--- config.mk ---
export PLATFORM = sky130hd
export DESIGN_NAME = uart_rx_flat
export DESIGN_NICKNAME = d
export VERILOG_FILES = /design/src/rtl/uart_pkg.sv /design/src/rtl/uart_rx_if.sv /design/src/rtl/uart_sync2.sv /design/src/rtl/uart_rx.sv /design/src/flat_wrapper.sv
export SDC_FILE = /design/constraint.sdc
export NUM_CORES = 1
export LEC_CHECK = 0
export CORE_MARGIN = 10
export CORE_UTILIZATION = 56
export CTS_CLUSTER_SIZE = 8
export DETAILED_ROUTE_END_ITERATION = 7
export PLACE_DENSITY = 0.74
export SLEW_MARGIN = 5
export SYNTH_ARGS = -nofsm -noshare
export SYNTH_HDL_FRONTEND = slang
export SYNTH_SLANG_ARGS = --single-unit
--- constraint.sdc ---
create_clock -name FPGA_CLK -period 2.4 [get_ports FPGA_CLK]
set_clock_uncertainty 0.1 [all_clocks]
set_input_delay 0.48 -clock FPGA_CLK [delete_from_list [all_inputs] [get_ports FPGA_CLK]]
set_output_delay 0.48 -clock FPGA_CLK [all_outputs]
set_load 0.05 [all_outputs]
--- src/rtl/uart_pkg.sv ---
// Shared UART definitions: default clocking, bit-period derivation and the
// receiver state encoding. The transmitter reuses these constants.
package uart_pkg;

    localparam int unsigned DEF_CLK_FREQ = 50_000_000;
    localparam int unsigned DEF_BAUD     = 115_200;

    localparam logic [2:0] ENC_IDLE      = 3'd0;
    localparam logic [2:0] ENC_START     = 3'd1;
    localparam logic [2:0] ENC_DATA      = 3'd2;
    localparam logic [2:0] ENC_STOP      = 3'd3;
    localparam logic [2:0] ENC_WAIT_IDLE = 3'd4;

    typedef enum logic [2:0] {
        ST_IDLE      = ENC_IDLE,
        ST_START     = ENC_START,
        ST_DATA      = ENC_DATA,
        ST_STOP      = ENC_STOP,
        ST_WAIT_IDLE = ENC_WAIT_IDLE
    } rx_state_t;

    // Integer division on purpose: the residual error is absorbed by mid-bit sampling.
    function automatic int unsigned clks_per_bit(input int unsigned clk_freq,
                                                 input int unsigned baud);
        return clk_freq / baud;
    endfunction

endpackage

--- src/rtl/uart_rx_if.sv ---
// Receive-side byte handshake plus status flags between uart_rx and its consumer.
interface uart_rx_if;
    logic [7:0] rx_data;
    logic       rx_valid;
    logic       rx_ready;
    logic       frame_err;
    logic       overrun;
    logic       busy;

    modport master (
        output rx_data, rx_valid, frame_err, overrun, busy,
        input  rx_ready
    );

    modport slave (
        input  rx_data, rx_valid, frame_err, overrun, busy,
        output rx_ready
    );
endinterface

--- src/rtl/uart_sync2.sv ---
// Two-flop synchronizer for asynchronous inputs, with a configurable reset value
// so idle-high lines do not glitch low out of reset.
module uart_sync2 #(
    parameter int unsigned      WIDTH   = 1,
    parameter logic [WIDTH-1:0] RST_VAL = '1
) (
    input  logic             clk,
    input  logic             rst,
    input  logic [WIDTH-1:0] d,
    output logic [WIDTH-1:0] q
);

    logic [WIDTH-1:0] meta;

    always_ff @(posedge clk) begin
        if (rst) begin
            meta <= RST_VAL;
            q    <= RST_VAL;
        end else begin
            meta <= d;
            q    <= meta;
        end
    end

endmodule

--- src/rtl/uart_rx.sv ---
// 8N1 UART receiver with a one-entry holding register and valid/ready handshake.
//
// state        | meaning
// ST_IDLE      | line idle, waiting for a falling edge
// ST_START     | timing to mid start bit to reject glitches
// ST_DATA      | sampling eight data bits, LSB first
// ST_STOP      | sampling the stop bit, deciding load / overrun / framing error
// ST_WAIT_IDLE | break or post-reset: wait for the line to be seen high
module uart_rx
    import uart_pkg::*;
#(
    parameter int unsigned CLK_FREQ     = DEF_CLK_FREQ,
    parameter int unsigned BAUD         = DEF_BAUD,
    parameter int unsigned CLKS_PER_BIT = clks_per_bit(CLK_FREQ, BAUD)
) (
    input  logic      FPGA_CLK,
    input  logic      RESET,
    input  logic      UART_RXD,
    uart_rx_if.master rx
);

    localparam int unsigned HALF = CLKS_PER_BIT / 2;
    localparam int          TW   = $clog2(CLKS_PER_BIT);
    localparam logic [TW-1:0] T_HALF = TW'(HALF - 1);
    localparam logic [TW-1:0] T_FULL = TW'(CLKS_PER_BIT - 1);

    logic          rxd_s;
    rx_state_t     state, state_nxt;
    logic [TW-1:0] timer, timer_nxt;
    logic [2:0]    bit_idx, idx_nxt;
    logic [7:0]    shift_q, shift_nxt;
    logic [7:0]    data_q;
    logic          valid_q;
    logic          ferr_q, ferr_nxt;
    logic          ovr_q, ovr_nxt;
    logic          load;
    logic [1:0]    settle;
    logic          armed;

    uart_sync2 #(.WIDTH(1), .RST_VAL(1'b1)) u_sync (
        .clk (FPGA_CLK),
        .rst (RESET),
        .d   (UART_RXD),
        .q   (rxd_s)
    );

    // The synchronizer's reset value is not a real observation of the line, so
    // a start is only trusted once rxd_s has been high after the flops refilled.
    always_ff @(posedge FPGA_CLK) begin
        if (RESET) begin
            settle <= '0;
            armed  <= 1'b0;
        end else begin
            settle <= {settle[0], 1'b1};
            if (settle[1] && rxd_s) armed <= 1'b1;
        end
    end

    always_ff @(posedge FPGA_CLK) begin
        if (RESET) begin
            state   <= ST_IDLE;
            timer   <= '0;
            bit_idx <= '0;
            shift_q <= '0;
        end else begin
            state   <= state_nxt;
            timer   <= timer_nxt;
            bit_idx <= idx_nxt;
            shift_q <= shift_nxt;
        end
    end

    always_comb begin
        state_nxt = state;
        timer_nxt = timer + 1'b1;
        idx_nxt   = bit_idx;
        shift_nxt = shift_q;
        load      = 1'b0;
        ferr_nxt  = 1'b0;
        ovr_nxt   = 1'b0;
        unique case (state)
            ST_IDLE: begin
                timer_nxt = '0;
                if (!rxd_s) state_nxt = armed ? ST_START : ST_WAIT_IDLE;
            end
            ST_START: begin
                if (timer == T_HALF) begin
                    timer_nxt = '0;
                    idx_nxt   = '0;
                    state_nxt = rxd_s ? ST_IDLE : ST_DATA;
                end
            end
            ST_DATA: begin
                if (timer == T_FULL) begin
                    timer_nxt          = '0;
                    shift_nxt[bit_idx] = rxd_s;
                    idx_nxt            = bit_idx + 3'd1;
                    if (bit_idx == 3'd7) state_nxt = ST_STOP;
                end
            end
            ST_STOP: begin
                if (timer == T_FULL) begin
                    timer_nxt = '0;
                    if (rxd_s) begin
                        state_nxt = ST_IDLE;
                        if (valid_q) ovr_nxt = 1'b1;
                        else         load    = 1'b1;
                    end else begin
                        ferr_nxt  = 1'b1;
                        state_nxt = ST_WAIT_IDLE;
                    end
                end
            end
            ST_WAIT_IDLE: begin
                timer_nxt = '0;
                if (rxd_s && settle[1]) state_nxt = ST_IDLE;
            end
            default: state_nxt = ST_IDLE;
        endcase
    end

    // A load beats a same-cycle transfer so a fresh byte is never lost.
    always_ff @(posedge FPGA_CLK) begin
        if (RESET) begin
            data_q  <= '0;
            valid_q <= 1'b0;
            ferr_q  <= 1'b0;
            ovr_q   <= 1'b0;
        end else begin
            ferr_q <= ferr_nxt;
            ovr_q  <= ovr_nxt;
            if (load) begin
                data_q  <= shift_q;
                valid_q <= 1'b1;
            end else if (valid_q && rx.rx_ready) begin
                valid_q <= 1'b0;
            end
        end
    end

    assign rx.rx_data   = data_q;
    assign rx.rx_valid  = valid_q;
    assign rx.frame_err = ferr_q;
    assign rx.overrun   = ovr_q;
    assign rx.busy      = (state != ST_IDLE);

endmodule

--- src/flat_wrapper.sv ---
// flat-port wrapper written by rule: the top's interface ports become plain ports
module uart_rx_flat import uart_pkg::*;
#(
    parameter int unsigned CLK_FREQ     = DEF_CLK_FREQ,
    parameter int unsigned BAUD         = DEF_BAUD,
    parameter int unsigned CLKS_PER_BIT = clks_per_bit(CLK_FREQ, BAUD)
)
  (FPGA_CLK, RESET, UART_RXD, rx_rx_data, rx_rx_valid, rx_frame_err, rx_overrun, rx_busy, rx_rx_ready);
  uart_rx_if rx_i ();
  input  logic FPGA_CLK;
  input  logic RESET;
  input  logic UART_RXD;
  output wire logic [$bits(rx_i.rx_data)-1:0] rx_rx_data;
  output wire logic [$bits(rx_i.rx_valid)-1:0] rx_rx_valid;
  output wire logic [$bits(rx_i.frame_err)-1:0] rx_frame_err;
  output wire logic [$bits(rx_i.overrun)-1:0] rx_overrun;
  output wire logic [$bits(rx_i.busy)-1:0] rx_busy;
  input wire logic [$bits(rx_i.rx_ready)-1:0] rx_rx_ready;
  assign rx_rx_data = rx_i.rx_data;
  assign rx_rx_valid = rx_i.rx_valid;
  assign rx_frame_err = rx_i.frame_err;
  assign rx_overrun = rx_i.overrun;
  assign rx_busy = rx_i.busy;
  assign rx_i.rx_ready = rx_rx_ready;
  uart_rx #(.CLK_FREQ(CLK_FREQ), .BAUD(BAUD), .CLKS_PER_BIT(CLKS_PER_BIT)) u_core (.FPGA_CLK(FPGA_CLK), .RESET(RESET), .UART_RXD(UART_RXD), .rx(rx_i));
endmodule
==> results of run 1 <==
cells in the final DEF, fill, tap and decap left out, types with 2 or more instances in the layout:
cell / count
sky130_fd_sc_hd__a21o_1: 2
sky130_fd_sc_hd__or3_1: 3
sky130_fd_sc_hd__nor2_1: 25
sky130_fd_sc_hd__buf_4: 4
sky130_fd_sc_hd__nor3_1: 2
sky130_fd_sc_hd__clkdlybuf4s50_1: 14
sky130_fd_sc_hd__mux2i_1: 17
sky130_fd_sc_hd__o211ai_1: 3
sky130_fd_sc_hd__xnor2_1: 5
sky130_fd_sc_hd__xor2_1: 2
sky130_fd_sc_hd__o21ai_0: 2
sky130_fd_sc_hd__ha_1: 5
sky130_fd_sc_hd__a21oi_2: 2
sky130_fd_sc_hd__nand3b_1: 2
sky130_fd_sc_hd__or2_2: 2
sky130_fd_sc_hd__clkbuf_4: 5
sky130_fd_sc_hd__nor2b_1: 3
sky130_fd_sc_hd__a21oi_1: 8
sky130_fd_sc_hd__inv_1: 9
sky130_fd_sc_hd__nand2_1: 20
sky130_fd_sc_hd__dfxtp_1: 39
sky130_fd_sc_hd__nand3_1: 11
sky130_fd_sc_hd__nor4_2: 2
metal layers:
metal,global-route usage (%),routed length (um)
met2,19.0,1550
met5,0,0
met3,4.36,201
met1,14.9,1600
met4,6.63,61
synth_stat cells (2+ instances only):
master,n,area (sq um)
sky130_fd_sc_hd__o211ai_1,3,22.5
sky130_fd_sc_hd__inv_1,9,33.8
sky130_fd_sc_hd__nand3b_1,2,15.0
sky130_fd_sc_hd__xnor2_1,5,43.8
sky130_fd_sc_hd__xor2_1,2,17.5
sky130_fd_sc_hd__ha_1,5,62.6
sky130_fd_sc_hd__a21o_1,2,15.0
sky130_fd_sc_hd__nor2b_1,3,18.8
sky130_fd_sc_hd__or2_2,2,12.5
sky130_fd_sc_hd__a21oi_1,8,40.0
sky130_fd_sc_hd__nand3_1,11,55.1
sky130_fd_sc_hd__o21ai_0,2,10.0
sky130_fd_sc_hd__nor3_1,2,10.0
sky130_fd_sc_hd__nor2_1,25,93.8
sky130_fd_sc_hd__mux2i_1,17,170
sky130_fd_sc_hd__dfxtp_1,39,781
sky130_fd_sc_hd__or3_1,3,18.8
sky130_fd_sc_hd__a21oi_2,2,17.5
sky130_fd_sc_hd__buf_2,2,10.0
sky130_fd_sc_hd__nand2_1,20,75.1
sky130_fd_sc_hd__clkbuf_1,5,18.8
layout make-up:
cell class | instances | share of cell area [%]
inverters | 9 | 1.70
clock inverters | 2 | 0.628
well taps | 44 | 2.76
multi-input cells | 134 | 45.1
flip-flops and latches | 39 | 39.2
clock buffers | 6 | 2.07
repair buffers | 18 | 8.54
cells by family after synthesis:
logic type | Yosys count | synth area share [%]
AOI/OAI and AO/OA | 22 | 8.56
xor gates and xnor gates | 7 | 3.50
adders and majority gates | 5 | 3.57
buffers and inverters | 18 | 4.64
DFF | 39 | 44.5
muxes | 17 | 9.70
and+or+nand+nor | 83 | 25.5
final timing paths:
path / from / to
max: u_core.rx.rx_valid / rx_rx_valid
min: u_core.u_sync.meta / u_core.u_sync.q
max reg2reg: u_core.timer[0] / u_core.rx.rx_data[5]
min reg2reg: u_core.u_sync.meta / u_core.u_sync.q
where the power goes:
part / internal [mW] / switching [mW]
Combinational: 0.0586 / 0.0930
Clock: 0.113 / 0.213
Sequential: 0.661 / 0.0170
Total: 0.833 / 0.323
registers in the layout (all words and copies together), names as in the netlist:
register	flops
u_core.settle	2
u_core.shift_q	8
u_core.armed	1
u_core.rx.overrun	1
u_core.u_sync.q	1
u_core.timer	9
u_core.rx.rx_data	8
u_core.rx.rx_valid	1
u_core.u_sync.meta	1
u_core.state	3
u_core.bit_idx	3
u_core.rx.frame_err	1
stage by stage:
stage	worst slack [ns]	utilization (%)	std cells	area (sq um)	total power [mW]
2_1_floorplan	0.642	-	191	1750	0.810
3_5_place_dp	0.348	64.0	244	1940	0.844
3_3_place_gp	0.451	64.0	244	1940	0.840
6_report	0.257	65.8	252	1990	1.16
5_1_grt	0.208	65.8	252	1990	1.20
4_1_cts	0.240	65.8	252	1990	1.16
==> impl_metrics.toml, run 1 <==
[run_status]
status = "completed"

[yosys]
postSynthRegisterBits = 39
postSynthCellCount = 191
synth.yosys.warnings = 0
synth_seq_area_share_pct = 44.5
synth-async-reset-ratio_pct = 0
post_synth_num_cell_types = 43
number_of_flops_mapped_to_enable_cells_by_yosys = 0
synth_nets = 200
synth-main-ff-cell = "sky130_fd_sc_hd__dfxtp_1"
avgSynthCellArea_sq_um = 9.18
synthesis.area_sq_um = 1750

[setup_path]
critical_path_cell_count = 1
worst_path_dominant_cell_family = "buffers and inverters"
worst_path_max_delay_cell = "sky130_fd_sc_hd__clkdlybuf4s50_1"
critPathArrivalTime_ns = 1.56
cp_data_required_time_ns = 1.82
end_kind = "output port"
critPathMaxFanout = 4
crit_path_cell_trace = "clkdlybuf4s50_1"
reg2reg_slack_ns = 0.43
critical_path.max_stage_delay_ns = 0.83
reg2reg_depth = 6
critical_path.startpoint_type = "flop"
crit_type = "flop to output port"
crit_buf_inv = 1

[cts]
cts_tree = "done"
cts-htree-levels = 2
cts_inserted_buffers = 5
cts-hold-fix-buffers = 0
cts-resized-gates = 0
clkSinkCount = 39
clock_insertion_delay_at_the_later_pin_of_the_skew_report_ns = 0.35
clk_root_buffer_cell = "sky130_fd_sc_hd__clkbuf_4"
cts.path.max_buffers = 2
cts_post_setup_buffers_inserted = 0
cts.reportedPaths.clkPinSlew_ns = 0.10

[final_layout]
ff_latch_area_sq_um = 781
num-fill-cells = 254
antenna_cells = 0
layout.nets = 216
multi_input_comb_area_sq_um = 898
post_route_cells_drive_above_1_share_pct = 11.1
area.growth.synth_to_final_pct = 13.6

[timing]
slew_worst_pin_ns = 0.506
timing_hold_violations_final = 0
holdWs_ns = 0.330
finalWorstPathRequiredPeriod_ns = 2.14
timing_max_transition_violations_final = 0
fmax_ghz = 0.467
grt_setup_unrepaired = "no"
tns_ns = 0
max-slew-margin-rel_pct = 66.2
min_period_over_period_pct = 89.3
setup_viol = 0

[floorplan]
chipWidth_um = 76.0
floorplan.die_area_sq_um = 5770
core-area_sq_um = 3030
dieHeight_um = 76.0
design.portCount = 16
rows = 20
initial_core_utilization_pct = 57.9

[place]
dp.final_hpwl_mm = 2.47
place_congestion = 0.818
numPortBuffers = 15

[global_route]
initial_antenna_violation_count = 0
first_global_vias = 1259
grt_pass1_wl_mm = 5.98
grtUsageTotal_pct = 12.4
grt.overflow.total = 0
grt_max_degree = 17

[routing]
drt-initial-drc-count = 71
detailedRoute.firstPassIterationCount = 4
detail_route.wl_per_cell_um = 13.5
via_count = 1357
routed_via_density = 5.38
antenna_left = 0
drt_drc_violations_left = 0
detail_route.wirelength_mm = 3.41

[pwr]
vdd.ir_drop.worst_mv = 0.388
power.density_cell_area_nw_per_um2 = 580
total_leakage_power_nw = 0.711

[min_path]
min_path_type = "flop to flop"
holdPathStages = 1

[run]
timing.max_cap.violations = 0
No activity file was read; power rests on OpenSTA's default activity.
==> run 2: changes to the inputs <==
--- a/config.mk
+++ b/config.mk
@@ -7,6 +7,7 @@
 export LEC_CHECK = 0
 export CORE_MARGIN = 10
 export CORE_UTILIZATION = 56
+export CTS_BUF_LIST = sky130_fd_sc_hd__clkbuf_4 sky130_fd_sc_hd__clkbuf_8 sky130_fd_sc_hd__clkbuf_16
 export CTS_CLUSTER_SIZE = 8
 export DETAILED_ROUTE_END_ITERATION = 7
 export PLACE_DENSITY = 0.74
==> impl_metrics.toml, run 2 (synthesized netlist as in run 1, its figures left out) <==
[global_route]
grtUsageTotal_pct = 12.4
initial_antenna_violation_count = 0
grt.overflow.total = 0
grt_max_degree = 17
first_global_vias = 1255
grt_pass1_wl_mm = 5.96

[pwr]
total_leakage_power_nw = 0.714
pwr-share-clk_pct = 28.9
vdd.ir_drop.worst_mv = 0.388
sequentialPowerShare_pct = 58.2
power.internal_mw = 0.844
net-switching-power_mw = 0.322
power_frac_comb_pct = 13.0
power.density_cell_area_nw_per_um2 = 585
swShare_pct = 27.6

[final_layout]
design_area_sq_um = 2000
antenna_cells = 0
layout_common_cells = "sky130_fd_sc_hd__dfxtp_1 (39), sky130_fd_sc_hd__nor2_1 (25), sky130_fd_sc_hd__nand2_1 (20)"
ff_latch_area_sq_um = 781
post_route_cells_drive_above_1_share_pct = 11.5
num-fill-cells = 254
multi_input_comb_area_sq_um = 898
area.growth.synth_to_final_pct = 13.8
layout.nets = 216
layout_commonest_cell = "sky130_fd_sc_hd__dfxtp_1"
top_register = "u_core.timer"
largest_reg_flops = 9

[setup_path]
reg2reg_depth = 6
reg2reg_slack_ns = 0.43
critical_path.startpoint_type = "flop"
critical_path.max_stage_delay_ns = 0.83
end_kind = "output port"
worst_path_dominant_cell_family = "buffers and inverters"
cp_data_required_time_ns = 1.82
crit_type = "flop to output port"
crit_path_cell_trace = "clkdlybuf4s50_1"
critical_path_cell_count = 1
critPathArrivalTime_ns = 1.56
crit_buf_inv = 1
critPathMaxFanout = 4
worst_path_max_delay_cell = "sky130_fd_sc_hd__clkdlybuf4s50_1"

[routing]
via_count = 1357
detail_route.wl_per_cell_um = 13.5
routed_via_density = 5.38
detail_route.wirelength_mm = 3.39
drt-initial-drc-count = 73
detailedRoute.firstPassIterationCount = 5
antenna_left = 0
drt_drc_violations_left = 0

[run]
timing.max_cap.violations = 0

[cts]
cts_inserted_buffers = 5
cts_tree = "done"
clk_root_buffer_cell = "sky130_fd_sc_hd__clkbuf_4"
cts-htree-levels = 2
cts.reportedPaths.clkPinSlew_ns = 0.10
cts-hold-fix-buffers = 0
cts.path.max_buffers = 2
cts-resized-gates = 0
clock_insertion_delay_at_the_later_pin_of_the_skew_report_ns = 0.35
cts_post_setup_buffers_inserted = 0
clkSinkCount = 39

[timing]
min_period_over_period_pct = 89.1
fmax_ghz = 0.468
timing_max_transition_violations_final = 0
finalWorstPathRequiredPeriod_ns = 2.14
grt_setup_unrepaired = "no"
timing_hold_violations_final = 0
max-slew-margin-rel_pct = 66.1
setup_viol = 0
slew_worst_pin_ns = 0.506
tns_ns = 0

[floorplan]
floorplan.die_area_sq_um = 5770
chipWidth_um = 76.0
design.portCount = 16
rows = 20
initial_core_utilization_pct = 57.9
dieHeight_um = 76.0
core-area_sq_um = 3030

[min_path]
min_path_type = "flop to flop"
holdPathStages = 1

[place]
placed_area_sq_um = 1940
place_congestion = 0.818
numPortBuffers = 15
dp.final_hpwl_mm = 2.47

[run_status]
status = "completed"
[run 2: cell count changes in the layout (fill, tap and decap cells not counted)]
cell,delta
sky130_fd_sc_hd__clkbuf_1,-1
sky130_fd_sc_hd__clkbuf_4,+1
[run 2: layer usage]
layer | wire length, um | vias up | track usage (%)
met4 | 57 | 0 | 6.63
met3 | 256 | 6 | 4.36
met2 | 1520 | 34 | 18.9
met5 | 0 | - | 0
li1 | - | 682 | -
met1 | 1560 | 635 | 14.9
[run 2: metrics by stage]
| stage | total power [mW] | setup slack, ns | hold slack [ns] | cells | util, % |
|---|---|---|---|---|---|
| 6_report | 1.17 | 0.261 | 0.330 | 252 | 65.9 |
| 5_1_grt | 1.21 | 0.208 | 0.367 | 252 | 65.9 |
| 4_1_cts | 1.17 | 0.240 | 0.337 | 252 | 65.9 |
| 3_3_place_gp | 0.840 | 0.451 | 0.301 | 244 | 64.0 |
| 3_5_place_dp | 0.844 | 0.348 | 0.307 | 244 | 64.0 |
| 2_1_floorplan | 0.810 | 0.642 | 0.289 | 191 | - |
[run 2: path summary, 6_finish.rpt]
| check | startpoint | to |
|---|---|---|
| worst max-delay path | u_core.rx.rx_valid | rx_rx_valid |
| worst min-delay path | u_core.u_sync.meta | u_core.u_sync.q |
| worst max register to register | u_core.timer[0] | u_core.rx.rx_data[5] |
| worst min register to register | u_core.u_sync.meta | u_core.u_sync.q |
[run 2: area by class of cell]
type                            count  share of cell area, %
Tap cell                           44                   2.76
Clock inverter                      2                  0.627
Inverter                            9                   1.69
Timing Repair Buffer               18                   8.53
Sequential cell                    39                   39.1
Clock buffer                        6                   2.26
Multi-Input combinational cell    134                   45.0
[run 2: power by group through the flow]
stage | Sequential (mW) | Combinational (mW) | Clock [mW]
floorplan | 0.684 | 0.126 | 0
global placement | 0.693 | 0.147 | 0
detailed placement | 0.693 | 0.151 | 0
CTS | 0.679 | 0.151 | 0.345
global route | 0.682 | 0.168 | 0.364
finish | 0.679 | 0.151 | 0.337
==> run 3: changes to the inputs <==
--- a/config.mk
+++ b/config.mk
@@ -5,11 +5,13 @@
 export SDC_FILE = /design/constraint.sdc
 export NUM_CORES = 1
 export LEC_CHECK = 0
-export CORE_MARGIN = 10
+export ABC_AREA = 0
+export CORE_MARGIN = 4
 export CORE_UTILIZATION = 56
 export CTS_BUF_LIST = sky130_fd_sc_hd__clkbuf_4 sky130_fd_sc_hd__clkbuf_8 sky130_fd_sc_hd__clkbuf_16
 export CTS_CLUSTER_SIZE = 8
 export DETAILED_ROUTE_END_ITERATION = 7
+export GPL_TIMING_DRIVEN = 0
 export PLACE_DENSITY = 0.74
 export SLEW_MARGIN = 5
 export SYNTH_ARGS = -nofsm -noshare
==> impl_metrics.toml, run 3 (synthesized netlist as in run 1, its figures left out) <==
[pwr]
vdd.ir_drop.worst_mv = 0.358
fin_total_pwr_mw = 1.26
power.density_cell_area_nw_per_um2 = 620
total_leakage_power_nw = 0.734

[timing]
timing_max_transition_violations_final = 0
max-slew-margin-rel_pct = 66.5
grt_setup_unrepaired = "no"
finalWorstPathRequiredPeriod_ns = 2.16
fmax_ghz = 0.463
tns_ns = 0
timing_hold_violations_final = 0
min_period_over_period_pct = 89.9
slew_worst_pin_ns = 0.501
setup_viol = 0

[setup_path]
critPathMaxFanout = 10
reg2reg_depth = 6
critical_path.max_stage_delay_ns = 0.44
worst_path_max_delay_cell = "sky130_fd_sc_hd__dfxtp_1"
crit_path_cell_trace = "clkbuf_1, or3_1, clkbuf_2"
crit_buf_inv = 2
crit_type = "flop to output port"
critical_path.startpoint_type = "flop"
end_kind = "output port"
cp_data_required_time_ns = 1.82
worst_path_dominant_cell_family = "buffers and inverters"
critPathArrivalTime_ns = 1.58
critical_path_cell_count = 3

[run_status]
status = "completed"

[routing]
drt_drc_violations_left = 0
drt-initial-drc-count = 96
detailedRoute.firstPassIterationCount = 4
detail_route.wirelength_mm = 3.14
antenna_left = 0
via_count = 1354
detail_route.wl_per_cell_um = 12.2
routed_via_density = 5.27

[global_route]
grt.overflow.total = 0
grt_max_degree = 12
first_global_vias = 1269
grt_pass1_wl_mm = 5.54
grtUsageTotal_pct = 17.2
initial_antenna_violation_count = 0

[final_layout]
largest_reg_flops = 9
layout.core_utilization_pct = 67.0
top_register = "u_core.timer"
post_route_cells_drive_above_1_share_pct = 10.8
finished_layout_cells = 257
layout_common_cells = "sky130_fd_sc_hd__dfxtp_1 (39), sky130_fd_sc_hd__nor2_1 (25), sky130_fd_sc_hd__nand2_1 (20)"
area.growth.synth_to_final_pct = 15.7
antenna_cells = 0
layout_commonest_cell = "sky130_fd_sc_hd__dfxtp_1"
layout.nets = 222

[run]
timing.max_cap.violations = 0

[floorplan]
floorplan.die_area_sq_um = 4090
chipWidth_um = 64.0
design.portCount = 16
core-area_sq_um = 3030
dieHeight_um = 64.0
initial_core_utilization_pct = 57.9
rows = 20

[cts]
cts.reportedPaths.clkPinSlew_ns = 0.10
clkSinkCount = 39
cts_post_setup_buffers_inserted = 0
cts-htree-levels = 2
cts.path.max_buffers = 2
clock_insertion_delay_at_the_later_pin_of_the_skew_report_ns = 0.33
clk_root_buffer_cell = "sky130_fd_sc_hd__clkbuf_4"
cts_tree = "done"
cts_inserted_buffers = 5

[place]
place.detailed.instances = 250
place_congestion = 0.829
dp.final_hpwl_mm = 2.28
numPortBuffers = 15

[min_path]
holdPathStages = 1
min_path_type = "flop to flop"
[run 3: area by class of cell]
class | count | area (sq um)
Buffer | 9 | 47.5
Clock buffer | 6 | 45.0
Clock inverter | 1 | 30.0
Fill cell | 266 | 998
Inverter | 9 | 33.8
Multi-Input combinational cell | 134 | 892
Sequential cell | 39 | 781
Tap cell | 44 | 55.1
Timing Repair Buffer | 15 | 145
[run 3: timing repair]
| action | in CTS | in global routing |
|---|---|---|
| hold buffers | 0 | 0 |
| setup endpoints to repair | 1 | 1 |
| gates cloned | 0 | 0 |
| gates resized for setup | 2 | 1 |
| pin swaps | 0 | 0 |
[run 3: path summary, 6_finish.rpt]
check                      from                   end  slack (ns)
max             u_core.state[1]               rx_busy        0.24
min          u_core.u_sync.meta       u_core.u_sync.q        0.33
max reg2reg     u_core.timer[0]  u_core.rx.rx_data[2]        0.38
min reg2reg  u_core.u_sync.meta       u_core.u_sync.q        0.33
[run 3: power breakdown]
group          internal, mW  leakage, nW  switching, mW
Combinational        0.0608        0.376          0.102
Clock                 0.226       0.0417          0.195
Sequential            0.661        0.316         0.0113
Total                 0.948        0.734          0.309
[run 3: routing by layer]
metal  part of all wire, %  wire length (um)  global-route usage [%]
met2                    47              1490                    28.9
met1                    49              1530                    20.3
met4                  0.92                29                    5.66
met3                   3.0                93                    5.98
met5                     0                 0                       0
[run 3: metrics by stage]
| step | instance area, sq um | hold WS, ns | worst slack [ns] |
|---|---|---|---|
| CTS | 2030 | 0.333 | 0.0153 |
| floorplan | 1750 | 0.289 | 0.642 |
| global placement | 1960 | 0.301 | 0.159 |
| finish | 2030 | 0.329 | 0.242 |
| detailed placement | 1960 | 0.304 | 0.0963 |
| global route | 2030 | 0.354 | 0.133 |
[run 3: worst reg2reg max path: stages, from the launching register on]
cell	delay [ns]
sky130_fd_sc_hd__dfxtp_1	0.41
sky130_fd_sc_hd__ha_1	0.20
sky130_fd_sc_hd__nand4b_1	0.30
sky130_fd_sc_hd__nor4_1	0.37
sky130_fd_sc_hd__buf_4	0.25
sky130_fd_sc_hd__mux2i_1	0.22
sky130_fd_sc_hd__nor2_1	0.05
